File: src/rtl/pipe_ctrl_pkg.sv
// Shared encodings for the in-order pipeline control slice: opcodes, field
// encodings and the bit layout of the per-stage control bundle.
package pipe_ctrl_pkg;

    localparam int CTRL_W   = 16;
    localparam int MD_CNT_W = 6;

    typedef enum logic [6:0] {
        OPC_OP     = 7'b0110011,
        OPC_OP_IMM = 7'b0010011,
        OPC_LOAD   = 7'b0000011,
        OPC_STORE  = 7'b0100011,
        OPC_BRANCH = 7'b1100011,
        OPC_JAL    = 7'b1101111,
        OPC_JALR   = 7'b1100111,
        OPC_LUI    = 7'b0110111,
        OPC_AUIPC  = 7'b0010111
    } opcode_e;

    typedef enum logic [1:0] {
        RES_ALU = 2'b00,
        RES_MEM = 2'b01,
        RES_IMM = 2'b10,
        RES_PC4 = 2'b11
    } result_src_e;

    typedef enum logic [1:0] {
        JMP_NONE = 2'b00,
        JMP_JAL  = 2'b01,
        JMP_JALR = 2'b10
    } jump_e;

    typedef enum logic [1:0] {
        ALUOP_ADD    = 2'b00,
        ALUOP_BRANCH = 2'b01,
        ALUOP_FUNCT  = 2'b10
    } alu_op_e;

    localparam logic [6:0] FUNCT7_MULDIV = 7'b0000001;

    // Bundle layout, LSB first; bits from CTRL_USED upward are always zero.
    localparam int B_REGWRITE  = 0;
    localparam int B_RESULTSRC = 1;
    localparam int B_MEMREAD   = 3;
    localparam int B_MEMWRITE  = 4;
    localparam int B_ALUOP     = 5;
    localparam int B_ALUSRC    = 7;
    localparam int B_ALUASRC   = 8;
    localparam int B_BRANCH    = 9;
    localparam int B_JUMP      = 10;
    localparam int B_MULDIV    = 12;
    localparam int CTRL_USED   = 13;

    function automatic logic [4:0] rs1_field(input logic [31:0] instr);
        return instr[19:15];
    endfunction

    function automatic logic [4:0] rs2_field(input logic [31:0] instr);
        return instr[24:20];
    endfunction

    function automatic logic [4:0] rd_field(input logic [31:0] instr);
        return instr[11:7];
    endfunction

endpackage

File: src/rtl/pipe_ctrl_unit_decoder.sv
// Pure combinational RV32I(+M) main decoder: instruction word to control
// bundle, illegal-opcode flag and register-source usage.
module ctrl_decoder
    import pipe_ctrl_pkg::*;
#(
    parameter int EN_MULDIV = 1,
    parameter int CTRL_W    = pipe_ctrl_pkg::CTRL_W
) (
    input  logic [31:0]       instr,
    output logic [CTRL_W-1:0] ctrl,
    output logic              illegal,
    output logic              rs1_used,
    output logic              rs2_used
);

    logic unused_funct3;
    assign unused_funct3 = ^instr[14:12];

    always_comb begin
        ctrl     = '0;
        illegal  = 1'b0;
        rs1_used = 1'b0;
        rs2_used = 1'b0;
        case (instr[6:0])
            OPC_OP: begin
                ctrl[B_REGWRITE]    = 1'b1;
                ctrl[B_ALUOP +: 2]  = ALUOP_FUNCT;
                if (EN_MULDIV != 0 && instr[31:25] == FUNCT7_MULDIV) begin
                    ctrl[B_MULDIV] = 1'b1;
                end
                rs1_used = 1'b1;
                rs2_used = 1'b1;
            end
            OPC_OP_IMM: begin
                ctrl[B_REGWRITE]    = 1'b1;
                ctrl[B_ALUSRC]      = 1'b1;
                ctrl[B_ALUOP +: 2]  = ALUOP_FUNCT;
                rs1_used = 1'b1;
            end
            OPC_LOAD: begin
                ctrl[B_REGWRITE]       = 1'b1;
                ctrl[B_RESULTSRC +: 2] = RES_MEM;
                ctrl[B_MEMREAD]        = 1'b1;
                ctrl[B_ALUSRC]         = 1'b1;
                rs1_used = 1'b1;
            end
            OPC_STORE: begin
                ctrl[B_MEMWRITE] = 1'b1;
                ctrl[B_ALUSRC]   = 1'b1;
                rs1_used = 1'b1;
                rs2_used = 1'b1;
            end
            OPC_BRANCH: begin
                ctrl[B_BRANCH]     = 1'b1;
                ctrl[B_ALUOP +: 2] = ALUOP_BRANCH;
                rs1_used = 1'b1;
                rs2_used = 1'b1;
            end
            OPC_JAL: begin
                ctrl[B_REGWRITE]       = 1'b1;
                ctrl[B_RESULTSRC +: 2] = RES_PC4;
                ctrl[B_JUMP +: 2]      = JMP_JAL;
            end
            OPC_JALR: begin
                ctrl[B_REGWRITE]       = 1'b1;
                ctrl[B_RESULTSRC +: 2] = RES_PC4;
                ctrl[B_ALUSRC]         = 1'b1;
                ctrl[B_JUMP +: 2]      = JMP_JALR;
                rs1_used = 1'b1;
            end
            OPC_LUI: begin
                ctrl[B_REGWRITE]       = 1'b1;
                ctrl[B_RESULTSRC +: 2] = RES_IMM;
                ctrl[B_ALUSRC]         = 1'b1;
            end
            OPC_AUIPC: begin
                ctrl[B_REGWRITE] = 1'b1;
                ctrl[B_ALUSRC]   = 1'b1;
                ctrl[B_ALUASRC]  = 1'b1;
            end
            default: begin
                illegal = 1'b1;
            end
        endcase
    end

endmodule

File: src/rtl/pipe_ctrl_unit.sv
// EX/MEM/WB control pipeline: stage registers, load-use and M-extension
// interlocks, branch squash and operand forwarding selects.
module pipe_ctrl_unit
    import pipe_ctrl_pkg::*;
#(
    parameter int EN_MULDIV     = 1,
    parameter int MULDIV_CYCLES = 8,
    parameter int CTRL_W        = pipe_ctrl_pkg::CTRL_W
) (
    input  logic              clk,
    input  logic              rst_n,
    input  logic              id_valid,
    input  logic [31:0]       id_instr,
    output logic              id_ready,
    input  logic              ex_redirect,
    input  logic              stall_ext,
    output logic              ex_valid,
    output logic              mem_valid,
    output logic              wb_valid,
    output logic [CTRL_W-1:0] ex_ctrl,
    output logic [CTRL_W-1:0] mem_ctrl,
    output logic [CTRL_W-1:0] wb_ctrl,
    output logic [4:0]        ex_rd,
    output logic [4:0]        mem_rd,
    output logic [4:0]        wb_rd,
    output logic [1:0]        fwd_a_sel,
    output logic [1:0]        fwd_b_sel,
    output logic              illegal
);

    localparam logic [MD_CNT_W-1:0] MD_CNT_INIT = MD_CNT_W'(MULDIV_CYCLES - 1);

    logic [CTRL_W-1:0] dec_ctrl;
    logic              dec_illegal;
    logic              dec_rs1_used;
    logic              dec_rs2_used;

    ctrl_decoder #(
        .EN_MULDIV (EN_MULDIV),
        .CTRL_W    (CTRL_W)
    ) u_decoder (
        .instr    (id_instr),
        .ctrl     (dec_ctrl),
        .illegal  (dec_illegal),
        .rs1_used (dec_rs1_used),
        .rs2_used (dec_rs2_used)
    );

    logic [4:0] id_rs1;
    logic [4:0] id_rs2;
    logic [4:0] id_rd;

    assign id_rs1 = rs1_field(id_instr);
    assign id_rs2 = rs2_field(id_instr);
    assign id_rd  = rd_field(id_instr);

    logic              ex_valid_q,  ex_valid_d;
    logic [CTRL_W-1:0] ex_ctrl_q,   ex_ctrl_d;
    logic [4:0]        ex_rd_q,     ex_rd_d;
    logic [4:0]        ex_rs1_q,    ex_rs1_d;
    logic [4:0]        ex_rs2_q,    ex_rs2_d;
    logic              ex_ill_q,    ex_ill_d;
    logic              mem_valid_q, mem_valid_d;
    logic [CTRL_W-1:0] mem_ctrl_q,  mem_ctrl_d;
    logic [4:0]        mem_rd_q,    mem_rd_d;
    logic              wb_valid_q,  wb_valid_d;
    logic [CTRL_W-1:0] wb_ctrl_q,   wb_ctrl_d;
    logic [4:0]        wb_rd_q,     wb_rd_d;
    logic [MD_CNT_W-1:0] md_cnt_q,  md_cnt_d;

    logic load_use;
    logic md_hold;
    logic id_ready_c;

    // Unused source fields are staged as x0 so they can never match a producer.
    always_comb begin
        load_use = id_valid && ex_valid_q && ex_ctrl_q[B_MEMREAD] && (ex_rd_q != '0)
                   && ((dec_rs1_used && (id_rs1 == ex_rd_q))
                    || (dec_rs2_used && (id_rs2 == ex_rd_q)));
        md_hold  = ex_valid_q && ex_ctrl_q[B_MULDIV] && (md_cnt_q != '0);

        ex_valid_d  = ex_valid_q;
        ex_ctrl_d   = ex_ctrl_q;
        ex_rd_d     = ex_rd_q;
        ex_rs1_d    = ex_rs1_q;
        ex_rs2_d    = ex_rs2_q;
        ex_ill_d    = ex_ill_q;
        mem_valid_d = mem_valid_q;
        mem_ctrl_d  = mem_ctrl_q;
        mem_rd_d    = mem_rd_q;
        wb_valid_d  = wb_valid_q;
        wb_ctrl_d   = wb_ctrl_q;
        wb_rd_d     = wb_rd_q;
        md_cnt_d    = md_cnt_q;
        id_ready_c  = 1'b0;

        if (!stall_ext) begin
            wb_valid_d = mem_valid_q;
            wb_ctrl_d  = mem_ctrl_q;
            wb_rd_d    = mem_rd_q;
            if (md_hold) begin
                mem_valid_d = 1'b0;
                mem_ctrl_d  = '0;
                mem_rd_d    = '0;
                md_cnt_d    = md_cnt_q - 1'b1;
            end else begin
                mem_valid_d = ex_valid_q;
                mem_ctrl_d  = ex_ctrl_q;
                mem_rd_d    = ex_rd_q;
                id_ready_c  = ex_redirect || !load_use;
                if (id_valid && !ex_redirect && !load_use) begin
                    ex_valid_d = 1'b1;
                    ex_ctrl_d  = dec_ctrl;
                    ex_rd_d    = id_rd;
                    ex_rs1_d   = dec_rs1_used ? id_rs1 : '0;
                    ex_rs2_d   = dec_rs2_used ? id_rs2 : '0;
                    ex_ill_d   = dec_illegal;
                    md_cnt_d   = dec_ctrl[B_MULDIV] ? MD_CNT_INIT : '0;
                end else begin
                    ex_valid_d = 1'b0;
                    ex_ctrl_d  = '0;
                    ex_rd_d    = '0;
                    ex_rs1_d   = '0;
                    ex_rs2_d   = '0;
                    ex_ill_d   = 1'b0;
                    md_cnt_d   = '0;
                end
            end
        end
    end

    always_ff @(posedge clk) begin
        if (!rst_n) begin
            ex_valid_q  <= 1'b0;
            ex_ctrl_q   <= '0;
            ex_rd_q     <= '0;
            ex_rs1_q    <= '0;
            ex_rs2_q    <= '0;
            ex_ill_q    <= 1'b0;
            mem_valid_q <= 1'b0;
            mem_ctrl_q  <= '0;
            mem_rd_q    <= '0;
            wb_valid_q  <= 1'b0;
            wb_ctrl_q   <= '0;
            wb_rd_q     <= '0;
            md_cnt_q    <= '0;
        end else begin
            ex_valid_q  <= ex_valid_d;
            ex_ctrl_q   <= ex_ctrl_d;
            ex_rd_q     <= ex_rd_d;
            ex_rs1_q    <= ex_rs1_d;
            ex_rs2_q    <= ex_rs2_d;
            ex_ill_q    <= ex_ill_d;
            mem_valid_q <= mem_valid_d;
            mem_ctrl_q  <= mem_ctrl_d;
            mem_rd_q    <= mem_rd_d;
            wb_valid_q  <= wb_valid_d;
            wb_ctrl_q   <= wb_ctrl_d;
            wb_rd_q     <= wb_rd_d;
            md_cnt_q    <= md_cnt_d;
        end
    end

    logic mem_fwd_ok;
    logic wb_fwd_ok;

    // MEM is checked first so the younger producer wins.
    always_comb begin
        mem_fwd_ok = mem_valid_q && mem_ctrl_q[B_REGWRITE] && (mem_rd_q != '0);
        wb_fwd_ok  = wb_valid_q && wb_ctrl_q[B_REGWRITE] && (wb_rd_q != '0);

        fwd_a_sel = 2'b00;
        if (mem_fwd_ok && (mem_rd_q == ex_rs1_q)) begin
            fwd_a_sel = 2'b01;
        end else if (wb_fwd_ok && (wb_rd_q == ex_rs1_q)) begin
            fwd_a_sel = 2'b10;
        end

        fwd_b_sel = 2'b00;
        if (mem_fwd_ok && (mem_rd_q == ex_rs2_q)) begin
            fwd_b_sel = 2'b01;
        end else if (wb_fwd_ok && (wb_rd_q == ex_rs2_q)) begin
            fwd_b_sel = 2'b10;
        end
    end

    assign id_ready  = id_ready_c;
    assign ex_valid  = ex_valid_q;
    assign mem_valid = mem_valid_q;
    assign wb_valid  = wb_valid_q;
    assign ex_ctrl   = ex_ctrl_q;
    assign mem_ctrl  = mem_ctrl_q;
    assign wb_ctrl   = wb_ctrl_q;
    assign ex_rd     = ex_rd_q;
    assign mem_rd    = mem_rd_q;
    assign wb_rd     = wb_rd_q;
    assign illegal   = ex_valid_q && ex_ill_q;

endmodule

File: config.mk
export PLATFORM = sky130hd
export DESIGN_NAME = pipe_ctrl_unit
export DESIGN_NICKNAME = d
export VERILOG_FILES = /design/src/rtl/pipe_ctrl_pkg.sv /design/src/rtl/pipe_ctrl_unit_decoder.sv /design/src/rtl/pipe_ctrl_unit.sv
export SDC_FILE = /design/constraint.sdc
export NUM_CORES = 1
export LEC_CHECK = 0
export CAP_MARGIN = 25
export CELL_PAD_IN_SITES_DETAIL_PLACEMENT = 0
export CELL_PAD_IN_SITES_GLOBAL_PLACEMENT = 1
export CORE_ASPECT_RATIO = 0.8
export CORE_UTILIZATION = 30
export DETAILED_ROUTE_END_ITERATION = 16
export PLACE_DENSITY = 0.79
export SYNTH_ARGS = -nofsm -noshare
export SYNTH_HDL_FRONTEND = slang
export SYNTH_SLANG_ARGS = --single-unit
File: constraint.sdc
create_clock -name clk -period 1.8 [get_ports clk]
set_input_delay 0.27 -clock clk [delete_from_list [all_inputs] [get_ports clk]]
set_output_delay 0.27 -clock clk [all_outputs]
set_load 0.01 [all_outputs]
==> results of run 1 <==
## cell usage in the layout, fill, tap and decap left out, drive strengths merged, types with 2 or more instances in the layout
cell,n
or3,12
and3b,2
o21bai,2
o31ai,2
clkdlybuf4s50,89
nor4b,2
nor2,33
and2,2
clkbuf,9
xnor2,17
xor2,15
nor2b,3
o21ai,28
nand2,58
nand3,34
inv,5
o211ai,3
mux2i,18
dfxtp,71
nand2b,3
buf,100
a21oi,26
conb,9
nand4,14
a31oi,3
nor4,7
or4,6
a32o,5
clkinv,5
ha,2
## area by class of cell
class	count	area (um2)	share of cell area [%]
multi-input combinational	314	2130	36.5
timing repair buffer	190	1770	30.3
sequential	71	1440	24.7
clock buffer	9	225	3.86
tap	144	180	3.09
clock inverter	7	73.8	1.26
inverter	5	18.8	0.321
## power by group through the flow
stage	clock network [mW]	registers, mW	logic [mW]
floorplan	0	1.63	0.187
global placement	0	1.63	0.391
detailed placement	0	1.63	0.399
CTS	1.81	1.59	0.441
global route	1.90	1.59	0.478
finish	1.77	1.59	0.451
## tightest hold or removal path: stages
cell     delay [ns]
buf_2          0.12
nor4_1         0.10
xnor2_1        0.14
nor2_1         0.09
## per-layer routing
metal / GRT usage [%] / up-vias / wire [um]
met1: 26.0 / 1798 / 5470
met5: 0 / - / 0
li1: - / 1804 / -
met4: 6.57 / 0 / 158
met2: 34.2 / 126 / 5940
met3: 5.49 / 11 / 657
## sequential cells by signal, summed over array words and instances, names as in the netlist
name / count
ex_ill_q: 1
wb_valid: 1
ex_rd: 5
ex_rs1_q: 5
mem_rd: 5
wb_rd: 5
ex_rs2_q: 5
md_cnt_q: 6
ex_ctrl: 12
mem_ctrl: 12
mem_valid: 1
ex_valid: 1
wb_ctrl: 12
## through the flow
| step | cells | cell area (um2) |
|---|---|---|
| 3_5_place_dp | 708 | 5080 |
| 5_1_grt | 740 | 5840 |
| 2_1_floorplan | 429 | 3530 |
| 6_report | 740 | 5840 |
| 3_3_place_gp | 708 | 5080 |
| 4_1_cts | 740 | 5760 |
## how the worst max path moves through the flow
stage                    to  slack [ns]  depth (start not counted)
2_1_floorplan   ex_rs1_q[3]       -0.07                          8
3_3_place_gp       id_ready       -0.70                          7
3_5_place_dp       id_ready       -0.73                          7
4_1_cts        fwd_a_sel[1]       -0.43                          5
5_1_grt        fwd_a_sel[1]       -0.45                          5
6_report       fwd_a_sel[1]       -0.42                          5
## kinds of logic (layout without fill, tap and decap cells)
kind of cell / Yosys count / in the layout
and+or+nand+nor: 180 / 180
AOI/OAI and AO/OA: 73 / 73
DFF: 71 / 71
buffers and inverters: 44 / 211
xor gates and xnor gates: 32 / 32
muxes: 18 / 18
adders and majority gates: 2 / 2
other: 1 / 9
## repair_timing
action	CTS	global route
gates cloned	3	0
buffers inserted	13	5
resized for setup	100	31
endpoints found under the setup margin	48	60
pin swaps	58	20
==> impl_results.md, run 1 <==
* Worst setup SP type: flip-flop
* Area grow syn2layout at 68.6%
* Antenna violations before repair at 0
* Die Span X at roughly 120 um
* Global-route wire length before repair at 19000 um
* CP Launch Point: wb_rd[0]
* Sequential share of power at 41.7%
* Via count at between 3000 and 4000
* Total grt overflow at 0
* Crit Path Class: reg -> out
* WP buf/inv at 2
* Overall global routing resource usage at between 20% and 30%
* Most used DFF post-synth: dfxtp_1
* Outcome: complete, but fails checks
* PortBufs at 96
* Post-Synth XOR/XNOR Area at about 8%
* Reg-to-Reg End: ex_ctrl[2]
* Crit-path slowest cell: or4_1
* Setup ws final at -0.422 ns
* # nets final at 630
* Sw Pwr at around 0.94 mW
* Row count at 34
* Violated checks: negative setup slack
* CTS Sinks at between 70 and 80
* RePlAce Congestion at 0.867
* Critical Path Fanout Max at 4
* Ant. Diodes at 0
* Post-route ant nets at 0
* Commonest cells in the netlist: dfxtp_1, nand2_1, nand3_1
* Worst Hold Path EP: md_cnt_q[3]
* Fill count at ~1000
* Clk network pwr share at around 47%
* Final setup viols at 44
* Final Power at between 3 and 4 mW
* Fmax achieved at around 450 MHz
* Final Hold Violating Endpoints at 0
* Max clock buf depth at 2
* Multiplexer share of the synthesized area at around 5.2%
* Die Area at ~12000 um2
* Hold Crit Depth at 4
* Flop2flop setup slack at -0.29 ns
* Crit path max-delay family: simple AND/OR/NAND/NOR gates
* Layout cells sized above 1 at a little under a third
* RSZ-0062 raised after global routing: true
* Depth of the most critical reg-to-reg path at 10
* Hold WC Path Type: in -> reg
* DRT iter0 DRCs at ~240
* Max-slew violations at 0
* Period utilisation layout at 123%
* Synth top area share at about two fifths
* Main combinational cell family by area after synthesis: simple AND/OR/NAND/NOR gates
* FFs w/ async S/R, synth at 0%
* Drt via density at 5.05
* Crit-path max cell delay at about 0.53 ns
* DR DRC count at 0
* Num CTS Buffers at 9
* Critical Path, Cell by Cell: buf_6 -> xor2_1 -> or4_1 -> nor4_2 -> buf_2
* Starting Density at 31.3%
* Worst path required time at roughly 1.5 ns
* Htree depth at 3
* Synth top area cells: dfxtp_1, nand2_1, mux2i_1, nand3_1, xnor2_1
* Clk_lat worst skew at between 0.3 and 0.4 ns
* Yosys synthesis warning count at 0
* Area leader, netlist: dfxtp_1
* Layout Skew at between 0.003 and 0.004 ns
* Total negative slack at -9.60 ns
* Synthesized area per cell at approximately 8.2 um2
* Hold wc startpoint: stall_ext
* Post-CTS Hold Buffers at 0
* Hpwl dp at 8680 um
* CTS tree: yes
* Complex-gate fraction of the synthesized area at approximately 13%
* Post-synthesis cell count at 421
* Fin util at 52.8%
* Slew @ Worst Pin at around 0.64 ns
* DR pass1 iterations at 4
* Crit. End Element: primary output
* I/O pin count at 109
* Hold Worst Slack at about 0.44 ns
* Clock transition at path regs at approximately 0.06 ns
* Lkg Pwr at around 2.3 nW
* Vias in the first global route at 3725
* FF-to-FF Start: md_cnt_q[0]
* Synth Cell Area at 3460 um2
* DIE HEIGHT at roughly 100 um
* FF+latch count, synth at 71
* Largest net degree at the start of global routing at 43
* Yosys cell types at 43
* Most frequent cell after synthesis: dfxtp_1
* Seq/Total Area, Yosys at about two fifths
* Cell Pwr Density at 654 nW/um2
* Simple-gate share of the synthesized area at approximately a quarter
* Logic pwr share at between 10% and 20%
* Root buf cell: clkbuf_16
* EDFF count, synth at 0
* WL/cell at about 17 um
* Final worst path period need at 2.22 ns
* Dpl ws at -0.730 ns
* Int Pwr at around 2.9 mW
* Peak VDD IR at between 0.4 and 0.5 mV
* Post-Synth Adder-Cell Area at less than 1%
* Slew headroom at a little under three fifths
* Detailed Route WL at 12200 um
* MaxCap Viol Count at 0
* Core Area at roughly 11000 um2
* Crit path DAT at between 1.5 and 2 ns
* Switching share of power at about a quarter
Power figures use the tool's default switching activity.
==> run 2: changes to the inputs <==
--- a/config.mk
+++ b/config.mk
@@ -11,6 +11,7 @@
 export CORE_ASPECT_RATIO = 0.8
 export CORE_UTILIZATION = 30
 export DETAILED_ROUTE_END_ITERATION = 16
+export HOLD_SLACK_MARGIN = 0.08
 export PLACE_DENSITY = 0.79
 export SYNTH_ARGS = -nofsm -noshare
 export SYNTH_HDL_FRONTEND = slang
==> results of run 2 <==
Final layout, timing and power as in run 1 (identical DEF).
==> run 3: changes to the inputs <==
==> constraint.sdc (replaced) <==
create_clock -name clk -period 1.8 [get_ports clk]
set_input_delay 0.27 -clock clk [delete_from_list [all_inputs] [get_ports clk]]
set_output_delay 0.27 -clock clk [all_outputs]
set_load 0.02 [all_outputs]
==> run 3 against run 2 <==
Effect of this change: the flow still finishes with violations (negative setup slack); wire length is essentially flat; final area increased by 5.7%; highest routed layer unchanged; sequential power about the same; clock power fell by 2%; maximum frequency rose by 0.74%; die area unchanged; combinational power grew 7.5%; core utilization is 3.0 points higher; largest cell class unchanged; clock-buffer cell count is the same; flip-flop and latch count unchanged.
==> impl_results.md, run 3 (synthesis results as in run 1) <==
* Starting Density at 31.3% (unchanged)
* Cell Pwr Density at 617 nW/um2 (-5.7%)
* Row count at 34 (unchanged)
* DR pass1 iterations at 5 (+1)
* Final setup viols at 57 (+30%)
* Outcome: complete, but fails checks
* GR Util met2 at 33.6% (-0.61 points)
* RePlAce Congestion at 0.864 (-0.42%)
* Hpwl dp at 8580 um (-1.2%)
* Post-place instance area at 5200 um2 (+2.4%)
* CTS Sinks at 71 (unchanged)
* Hold WC Path Type: in -> reg
* Crit Path Class: reg -> out
* Clk_lat worst skew at 0.33 ns (about the same)
* Vias in the first global route at 3683 (-1.1%)
* Crit. End Element: primary output
* Via count at 3778 (+1.0%)
* CP Launch Point: wb_rd[0]
* Slew headroom at 64.0% (+6.9 points)
* Largest net degree at the start of global routing at 37 (-14%)
* I/O pin count at 109 (unchanged)
* Final worst path period need at 2.21 ns (-0.0164 ns)
* Core Area at 11100 um2 (unchanged)
* Final Hold Violating Endpoints at 0 (unchanged)
* Htree depth at 3 (unchanged)
* Critical Path, Cell by Cell: buf_6 -> xor2_2 -> or4_4 -> nor4_4 -> buf_4
* Fmax achieved at 453 MHz (+0.74%)
* Die Span X at 122 um (unchanged)
* Dpl ws at -0.825 ns (-0.0951 ns)
* Slew @ Worst Pin at 0.535 ns (-0.103 ns)
* Hold Crit Depth at 4 (unchanged)
* Worst setup SP type: flip-flop
* Hold Worst Slack at 0.379 ns (-0.0583 ns)
* Peak VDD IR at 0.397 mV (-9.5%)
* Crit path DAT at 1.94 ns (about the same)
* Post-route ant nets at 0 (unchanged)
* Clock transition at path regs at 0.06 ns (about the same)
* Total grt overflow at 0 (unchanged)
* Die Area at 12000 um2 (unchanged)
* Flop2flop setup slack at -0.33 ns (-0.04 ns)
* Reg-to-Reg End: ex_valid
* Period utilisation layout at 123% (-0.91 points)
* Depth of the most critical reg-to-reg path at 10 (unchanged)
* # nets final at 645 (+2.4%)
* WL/cell at 16.2 um (-1.9%)
* Global-route wire length before repair at 19000 um (+0.36%)
* Root buf cell: clkbuf_16
* MaxCap Viol Count at 0 (unchanged)
* Crit-path slowest cell: or4_4
* Commonest non-fill, non-tap cells in the layout: buf_4, clkdlybuf4s50_1, dfxtp_1, nand2_1, nor2_1
* PortBufs at 96 (unchanged)
* DRT iter0 DRCs at 360 (+48%)
* Layout Skew at 0.00672 ns (+0.00336 ns)
* Overall global routing resource usage at 20.8% (+0.089 points)
* Layout cells sized above 1 at 38.2% (+7.5 points)
* Worst Hold Path EP: mem_ctrl[2]
* CTS tree: yes
* Lkg Pwr at 2.44 nW (+5.4%)
* Final instance area at 6170 um2 (+5.7%)
* Met3 Use GR at 4.38% (-1.1 points)
* Ant. Diodes at 0 (unchanged)
* Critical Path Fanout Max at 3 (-1)
* Setup ws final at -0.405 ns (+0.0164 ns)
* DR DRC count at 0 (unchanged)
* Final Power at 3.81 mW (-0.25%)
* Fill count at 1025 (+0.99%)
* Violated checks: negative setup slack
* Max-slew violations at 0 (unchanged)
* Area grow syn2layout at 78.3%
* Worst path required time at 1.53 ns (about the same)
* Drt via density at 5.01 (-0.83%)
* FF-to-FF Start: md_cnt_q[0]
* Busiest grt layer: met2
* Met1 usage at 27.3% (+1.3 points)
* Crit-path max cell delay at 0.53 ns (about the same)
* Post-CTS Hold Buffers at 0 (unchanged)
* Commonest non-fill, non-tap cell in the layout: buf_4
* Hold wc startpoint: stall_ext
* Num CTS Buffers at 9 (unchanged)
* Detailed Route WL at 12200 um (about the same)
* RSZ-0062 raised after global routing: true
* DIE HEIGHT at 98.1 um (unchanged)
* Antenna violations before repair at 0 (unchanged)
* Max clock buf depth at 2 (unchanged)
run 3: layout make-up:
cell class                      count  area (um2)  share of cell area, %
Multi-Input combinational cell    315        2330                   37.8
Clock inverter                      6        62.6                   1.01
Timing Repair Buffer              204        1920                   31.0
Inverter                            5        18.8                  0.304
Tap cell                          144         180                   2.92
Clock buffer                        9         225                   3.65
Sequential cell                    71        1440                   23.3
run 3: where the power goes:
part / switching [mW] / leakage, nW / internal, mW / total, mW
clock network: 0.668 / 0.133 / 1.06 / 1.73
logic: 0.253 / 1.73 / 0.232 / 0.485
registers: 0.0117 / 0.580 / 1.58 / 1.60
total: 0.933 / 2.44 / 2.87 / 3.81
run 3: stage by stage:
step	util (%)	setup TNS [ns]	cells
after floorplan	-	-0.581	429
after global placement	47.0	-16.60	719
after detailed placement	47.0	-19.89	719
after CTS	54.0	-13.66	755
after global routing	55.8	-17.51	754
final	55.8	-14.06	754
run 3: worst max path at each step:
stage | to | cells past startpoint
floorplan | fwd_a_sel[1] | 4
global placement | id_ready | 7
detailed placement | id_ready | 7
CTS | fwd_a_sel[1] | 5
global route | fwd_a_sel[1] | 6
finish | fwd_a_sel[1] | 5
run 3: timing repair:
item | in CTS | in global routing
cloned | 4 | 0
pin swaps | 55 | 23
gates resized for setup | 120 | 60
endpoints found under the setup margin | 48 | 59
setup buffers | 18 | 5
run 3: critical path, delay by kind of cell (launching register included):
| family | cells | cell delay (ns) |
|---|---|---|
| and+or+nand+nor | 2 | 0.83 |
| xor gates and xnor gates | 1 | 0.13 |
| DFF | 1 | 0.34 |
| buffers and inverters | 2 | 0.31 |
run 3: layer usage:
metal  routed length (um)  share of wire (%)
met1                 5470                 45
met2                 5820                 48
met3                  785                6.4
met4                  145                1.2
met5                    0                  0
